### src/rtl/pixel_clock_pkg.sv
// pixel_clock_pkg
// Shared constants and helpers for the pixel-clock generator and the VGA
// timing generator that runs off its strobe.
//   - Default oscillator and pixel frequencies.
//   - Width of the lock strobe counter.
//   - VGA 640x480 horizontal (pixels) and vertical (lines) timing.
//   - calc_inc(): phase increment for the DDS divider.
package pixel_clock_pkg;

  localparam int unsigned DEFAULT_REF_FREQ_HZ = 133_000_000;
  localparam int unsigned DEFAULT_OUT_FREQ_HZ = 25_175_000;

  localparam int unsigned LOCK_CNT_WIDTH = 16;

  localparam int unsigned H_ACTIVE = 640;
  localparam int unsigned H_FRONT  = 16;
  localparam int unsigned H_SYNC   = 96;
  localparam int unsigned H_BACK   = 48;
  localparam int unsigned H_TOTAL  = H_ACTIVE + H_FRONT + H_SYNC + H_BACK;

  localparam int unsigned V_ACTIVE = 480;
  localparam int unsigned V_FRONT  = 10;
  localparam int unsigned V_SYNC   = 2;
  localparam int unsigned V_BACK   = 33;
  localparam int unsigned V_TOTAL  = V_ACTIVE + V_FRONT + V_SYNC + V_BACK;

  // round(out_hz * 2^width / ref_hz), round-half-up. The product is formed
  // by binary long division so that widths up to 48 bits never overflow the
  // 64-bit intermediate, which a direct multiply would.
  function automatic logic [63:0] calc_inc(input logic [63:0] ref_hz,
                                           input logic [63:0] out_hz,
                                           input int unsigned width);
    logic [63:0] quo;
    logic [63:0] rem;
    quo = out_hz / ref_hz;
    rem = out_hz % ref_hz;
    for (int unsigned i = 0; i < width; i++) begin
      quo = quo << 1;
      rem = rem << 1;
      if (rem >= ref_hz) begin
        rem = rem - ref_hz;
        quo = quo | 64'd1;
      end
    end
    if ((rem << 1) >= ref_hz) begin
      quo = quo + 64'd1;
    end
    return quo;
  endfunction

endpackage

### src/rtl/pixel_clock_gen_lock_detector.sv
// lock_detector
// Counts pixel strobes after reset or standby and raises lock once the
// programmed number has been seen.
//   clki    in  reference clock
//   rst_n   in  asynchronous active-low reset
//   stdby   in  standby; clears the count and the lock flag
//   pclk_en in  strobe that is being registered on this edge
//   lock    out registered lock flag, sticky until reset or standby
module lock_detector
  import pixel_clock_pkg::*;
#(
  parameter int unsigned LOCK_STROBES = 1024
) (
  input  logic clki,
  input  logic rst_n,
  input  logic stdby,
  input  logic pclk_en,
  output logic lock
);

  localparam logic [LOCK_CNT_WIDTH-1:0] TARGET = LOCK_CNT_WIDTH'(LOCK_STROBES);
  localparam logic [LOCK_CNT_WIDTH-1:0] ONE    = LOCK_CNT_WIDTH'(1);

  logic [LOCK_CNT_WIDTH-1:0] cnt_q;
  logic [LOCK_CNT_WIDTH-1:0] cnt_d;
  logic                      lock_q;
  logic                      lock_d;

  // The counter saturates at all-ones; at saturation cnt_q+1 wraps to zero,
  // which can never match TARGET (>= 1), and lock is sticky anyway.
  always_comb begin
    cnt_d  = cnt_q;
    lock_d = lock_q;
    if (stdby) begin
      cnt_d  = '0;
      lock_d = 1'b0;
    end else if (pclk_en) begin
      if (cnt_q != '1) begin
        cnt_d = cnt_q + ONE;
      end
      if ((cnt_q + ONE) == TARGET) begin
        lock_d = 1'b1;
      end
    end
  end

  always_ff @(posedge clki or negedge rst_n) begin
    if (!rst_n) begin
      cnt_q  <= '0;
      lock_q <= 1'b0;
    end else begin
      cnt_q  <= cnt_d;
      lock_q <= lock_d;
    end
  end

  assign lock = lock_q;

endmodule

### src/rtl/pixel_clock_gen.sv
// pixel_clock_gen
// DDS pixel-clock divider: a phase accumulator stepped by a constant
// increment each reference cycle; its carry is the pixel strobe and its MSB
// is a ~50% duty pixel clock.
//   clki    in  reference (oscillator) clock
//   rst_n   in  asynchronous active-low reset
//   stdby   in  standby; freezes the accumulator and clears lock
//   pclk    out pixel clock (accumulator MSB)
//   pclk_en out one-cycle strobe per pixel period
//   lock    out high once LOCK_STROBES strobes have been produced
module pixel_clock_gen
  import pixel_clock_pkg::*;
#(
  parameter int unsigned REF_FREQ_HZ  = DEFAULT_REF_FREQ_HZ,
  parameter int unsigned OUT_FREQ_HZ  = DEFAULT_OUT_FREQ_HZ,
  parameter int unsigned ACC_WIDTH    = 32,
  parameter int unsigned LOCK_STROBES = 1024
) (
  input  logic clki,
  input  logic rst_n,
  input  logic stdby,
  output logic pclk,
  output logic pclk_en,
  output logic lock
);

  if (OUT_FREQ_HZ >= REF_FREQ_HZ / 2) begin : g_bad_freq
    $error("pixel_clock_gen: OUT_FREQ_HZ must be below REF_FREQ_HZ/2");
  end
  if (ACC_WIDTH < 16 || ACC_WIDTH > 48) begin : g_bad_width
    $error("pixel_clock_gen: ACC_WIDTH must be within 16..48");
  end
  if (LOCK_STROBES < 1 || LOCK_STROBES > 65535) begin : g_bad_lock
    $error("pixel_clock_gen: LOCK_STROBES must be within 1..65535");
  end

  localparam logic [ACC_WIDTH-1:0] INC =
    ACC_WIDTH'(calc_inc(64'(REF_FREQ_HZ), 64'(OUT_FREQ_HZ), ACC_WIDTH));

  logic [ACC_WIDTH-1:0] acc_q;
  logic [ACC_WIDTH-1:0] acc_d;
  logic                 carry_d;
  logic                 strobe_d;
  logic                 pclk_q;
  logic                 pclk_en_q;

  // strobe_d is the strobe about to be registered; the lock detector sees it
  // on the same edge so lock rises together with the qualifying pclk_en.
  always_comb begin
    {carry_d, acc_d} = {1'b0, acc_q} + {1'b0, INC};
    strobe_d         = carry_d & ~stdby;
  end

  // In standby the accumulator holds, so a carry that would have happened is
  // simply deferred to the first active edge rather than lost.
  always_ff @(posedge clki or negedge rst_n) begin
    if (!rst_n) begin
      acc_q     <= '0;
      pclk_q    <= 1'b0;
      pclk_en_q <= 1'b0;
    end else if (stdby) begin
      pclk_en_q <= 1'b0;
    end else begin
      acc_q     <= acc_d;
      pclk_q    <= acc_d[ACC_WIDTH-1];
      pclk_en_q <= carry_d;
    end
  end

  lock_detector #(
    .LOCK_STROBES(LOCK_STROBES)
  ) u_lock_detector (
    .clki   (clki),
    .rst_n  (rst_n),
    .stdby  (stdby),
    .pclk_en(strobe_d),
    .lock   (lock)
  );

  assign pclk    = pclk_q;
  assign pclk_en = pclk_en_q;

endmodule

### config.mk
export PLATFORM = sky130hd
export DESIGN_NAME = pixel_clock_gen
export DESIGN_NICKNAME = d
export VERILOG_FILES = /design/src/rtl/pixel_clock_pkg.sv /design/src/rtl/pixel_clock_gen_lock_detector.sv /design/src/rtl/pixel_clock_gen.sv
export SDC_FILE = /design/constraint.sdc
export NUM_CORES = 1
export LEC_CHECK = 0
export CORE_UTILIZATION = 50
export CTS_BUF_LIST = sky130_fd_sc_hd__clkbuf_2
export DETAILED_ROUTE_END_ITERATION = 6
export GPL_TIMING_DRIVEN = 0
export PLACE_DENSITY_LB_ADDON = 0.2
export SLEW_MARGIN = 10
export SYNTH_ARGS = -nofsm -noshare
export SYNTH_HDL_FRONTEND = slang
export SYNTH_SLANG_ARGS = --single-unit
export TNS_END_PERCENT = 20
### constraint.sdc
create_clock -name clki -period 6.8 [get_ports clki]
set_input_delay 1.02 -clock clki [delete_from_list [all_inputs] [get_ports clki]]
set_output_delay 1.02 -clock clki [all_outputs]
set_load 0.03 [all_outputs]
==> results.md <==
Critical path:
- Data on the critical path is required at its endpoint by 5780 ps.
- Counting both buffers and inverters, the worst setup path holds a total of 1.
- The endpoint of the worst-slack reg-to-reg timing path is u_lock_detector.cnt_q[12].
- The register-to-register setup slack is 4230 ps.
- Data arrives at the worst endpoint at 1620 ps.
- The worst setup path is captured at an output port.
- The startpoint type of the worst setup path is a flip-flop.
- The critical path's top delay family is buffers and inverters.
- Counting cells, the worst reg-to-reg path comes to 7.
- The delay of the slowest critical-path stage is 690 ps.
- The worst register-to-register path begins at u_lock_detector.cnt_q[0].
- In this run the worst path has a maximum fanout of 6.
- Traced cell by cell, the critical path runs through clkdlybuf4s50_1.
- For this design, the slowest cell found on the critical path is sky130_fd_sc_hd__clkdlybuf4s50_1.
- The worst setup path is of the flip-flop to output port kind.

Power:
- The design draws 976 uW.
- The share of total power dissipated in the clock network is 0.163.
- The power per cell area is 337 nW/um^2.
- The share of total power dissipated in combinational logic is 0.362.
- Summed over all cells, the static leakage comes to 0.00119 uW.
- IR analysis of the VDD net gives a maximum drop of 0.000253 V.
- Of the total power, the share spent switching nets is 0.391.
- Of the total power, registers draw 0.476.
- The reported net switching power is 382 uW.
- The internal power consumption is 594 uW.

Global routing:
- The initial antenna violation count was 0.
- The largest net degree at the start of global routing is 31.
- For this run the aggregate overflow at the end of global routing stands at 0.
- The first global-routing pass estimated 8830 um of wire.
- The via count of the first global-routing pass is 1890.
- The global-route usage over all layers is 0.210.

Clocking:
- TritonCTS built the clock tree.
- In this run, post-CTS repair resized a total of 0 instances.
- Clock tree synthesis selected as its root buffer the cell sky130_fd_sc_hd__clkbuf_2.
- The clock drives 46 sinks.
- The hold buffer count at CTS is 0.
- The number of clock buffers added by TritonCTS is 5.
- The clock network latency to the later pin of the worst-skew pair is 440 ps.
- In this run the deepest clock path goes through 2 buffers.
- The post-CTS setup repair buffer count is 0.
- After clock tree synthesis, the clock-pin slew on the worst setup and hold paths is 250 ps.
- The level count of the clock H-tree is 2.

STA:
- Setup repair after global routing left no endpoint under its margin.
- The actual slew at the worst max-slew pin is 543 ps.
- In the final timing run, aggregate negative setup slack is 0 ps.
- On the final layout, the worst clock skew is 22.7 ps.
- The number of hold violations in the final report is 0.
- The final setup violation count is 0.
- The max-slew violation count was 0.
- The final critical-path required period is ~2600 ps.
- The relative slew slack is 0.638.
- The maximum clock rate is 379 MHz.
- The portion of the clock cycle consumed by the worst path in the final layout is 0.388.

Synthesis:
- The share of flip-flops with an asynchronous set or reset is 1.00.
- The most used flip-flop cell after synthesis is sky130_fd_sc_hd__dfrtp_1.
- Of the synthesized area, sequential elements account for 0.430.
- In this run, synthesis produced a sequential element count of 46.
- The synthesized netlist contains 57 unique library cells.
- The number of enable-type register cells in the synthesized netlist is 0.
- Yosys printed 0 warnings.
- Summing every instance area after synthesis gives ~2700 um^2.
- In this run the mean area of a mapped cell was roughly 9.6 um^2.
- The number of standard cells after synthesis is 278.
- When the netlist entered floorplanning its net count stood at around 280.

Layout:
- The count of antenna diodes in the layout is 0.
- The library cells used most frequently in the layout, excluding fill and tap cells, are sky130_fd_sc_hd__dfrtp_1 (46), sky130_fd_sc_hd__nor2_1 (37), sky130_fd_sc_hd__xnor2_1 (18), sky130_fd_sc_hd__xor2_1 (15), sky130_fd_sc_hd__o21ai_0 (13).
- Summing all non-filler instances in the final layout gives an area of 2900 um^2.
- The most common library cell in the layout ignoring fill and taps is sky130_fd_sc_hd__dfrtp_1.
- For this run, the post-layout net count is just under 300.
- The fraction of final layout cells with drive strength greater than 1 is 0.127.
- The signed area change from the synthesized netlist to the final layout is 8.22%.
- Once layout is complete, the cells apart from fillers number 362.

Routing:
- The iteration count of the initial detailed-routing pass is 4.
- The final wirelength is 5170 um.
- Dividing the detail-routed via count by the number of cells gives 5.60.
- The number of remaining DRC errors is 0.
- The count of nets left with antenna violations once routing finished came out at 0.
- The number of DRC violations after detailed-routing iteration 0 is 135.
- In the final routed layout, each cell accounts on average for 14.3 um.
- Across all layers, the routed design uses 2028 vias.

Floorplanning:
- The core area is 5140 um^2.
- During I/O placement, the number of pins put on the boundary was 6.
- The horizontal extent of the die is 75.2 um.
- The initial utilization of the core area, before any placement, comes to 0.521.
- The height of the die is 75.2 um.
- The number of placement rows is 26.
- The floorplan step defined a die boundary enclosing 5650 um^2.

Place:
- Detailed placement ended at an HPWL of around 3700 um.
- In this run the tool buffered the top-level ports with 5 buffer cells.
- The number of placed instances, taps included is 354.
- In this run the cell area measured after placement is 2830 um^2.
- Routability-driven placement finished with a final weighted congestion of 0.856.

Flow run:
- The total of max-cap violations is 0.

Hold path:
- The type of the most critical hold path is input pin to asynchronous set/reset pin.

Status:
- The flow ran to the end, and the final reports show no timing, DRC or antenna violations.
Yosys cell counts, types with 3 or more instances:
cell | count | area [um^2]
sky130_fd_sc_hd__nand3_1 | 9 | 45.0
sky130_fd_sc_hd__o21ai_0 | 13 | 65.1
sky130_fd_sc_hd__ha_1 | 3 | 37.5
sky130_fd_sc_hd__a21oi_1 | 10 | 50.1
sky130_fd_sc_hd__nand2b_1 | 5 | 31.3
sky130_fd_sc_hd__clkbuf_1 | 4 | 15.0
sky130_fd_sc_hd__inv_1 | 10 | 37.5
sky130_fd_sc_hd__mux2_2 | 5 | 56.3
sky130_fd_sc_hd__nand4_1 | 7 | 43.8
sky130_fd_sc_hd__nor3_1 | 5 | 25.0
sky130_fd_sc_hd__xnor2_1 | 18 | 158
sky130_fd_sc_hd__xor2_1 | 15 | 131
sky130_fd_sc_hd__buf_2 | 3 | 15.0
sky130_fd_sc_hd__nand2_1 | 11 | 41.3
sky130_fd_sc_hd__a31o_2 | 3 | 26.3
sky130_fd_sc_hd__and2_1 | 4 | 25.0
sky130_fd_sc_hd__and3_1 | 4 | 25.0
sky130_fd_sc_hd__nor4_1 | 5 | 31.3
sky130_fd_sc_hd__a211oi_1 | 9 | 67.6
sky130_fd_sc_hd__dfrtp_1 | 46 | 1150
sky130_fd_sc_hd__nor2b_1 | 5 | 31.3
sky130_fd_sc_hd__nor2_1 | 37 | 139
how the worst max path moves through the flow:
stage / from / slack, ps / end / cells past startpoint
2_1_floorplan: acc_q[4] / 4570 / u_lock_detector.cnt_q[5] / 8
3_3_place_gp: rst_n / 3460 / acc_q[25] / 1
3_5_place_dp: stdby / 3780 / u_lock_detector.lock / 5
4_1_cts: acc_q[31] / 4140 / pclk / 1
5_1_grt: acc_q[31] / 4080 / pclk / 1
6_report: acc_q[31] / 4160 / pclk / 1
metal layers:
metal	global-route usage	part of all wire	wire length (um)
met1	0.276	0.49	2510
met4	0.0823	0.015	76
met3	0.0428	0.029	151
met5	0	0	0
met2	0.341	0.47	2430
logic make-up after synthesis:
family          Yosys count  synth area share
fa+ha+maj                 3            0.0140
flops                    46             0.430
compound gates           54             0.146
simple gates            114             0.234
xor+xnor                 33             0.108
buf+inv                  20            0.0350
mux                       8            0.0327
stage by stage:
| step | worst slack, ps | util | hold WS, ps |
|---|---|---|---|
| 2_1_floorplan | 4570 | - | 436 |
| 3_3_place_gp | 3460 | 0.548 | 450 |
| 3_5_place_dp | 3780 | 0.551 | 453 |
| 4_1_cts | 4140 | 0.564 | 457 |
| 5_1_grt | 4080 | 0.564 | 466 |
| 6_report | 4160 | 0.564 | 446 |
power groups by stage:
stage	clock [uW]	combinational, uW	sequential [uW]
detailed placement	0	355	470
finish	159	353	464
CTS	165	357	464
global route	171	396	477
global placement	0	349	467
floorplan	0	273	458
registers in the layout, summed over array words and instances (netlist names):
name,count
acc_q,28
pclk_en,1
u_lock_detector.cnt_q,16
u_lock_detector.lock,1
cell type report:
| type | count | area, um^2 |
|---|---|---|
| Sequential cell | 46 | 1150 |
| Clock inverter | 2 | 37.5 |
| Timing Repair Buffer | 6 | 65.1 |
| Tap cell | 70 | 87.6 |
| Inverter | 10 | 37.5 |
| Buffer | 10 | 56.3 |
| Multi-Input combinational cell | 212 | 1430 |
| Fill cell | 495 | 2240 |
| Clock buffer | 6 | 30.0 |
(Power assumes the default switching activity.)
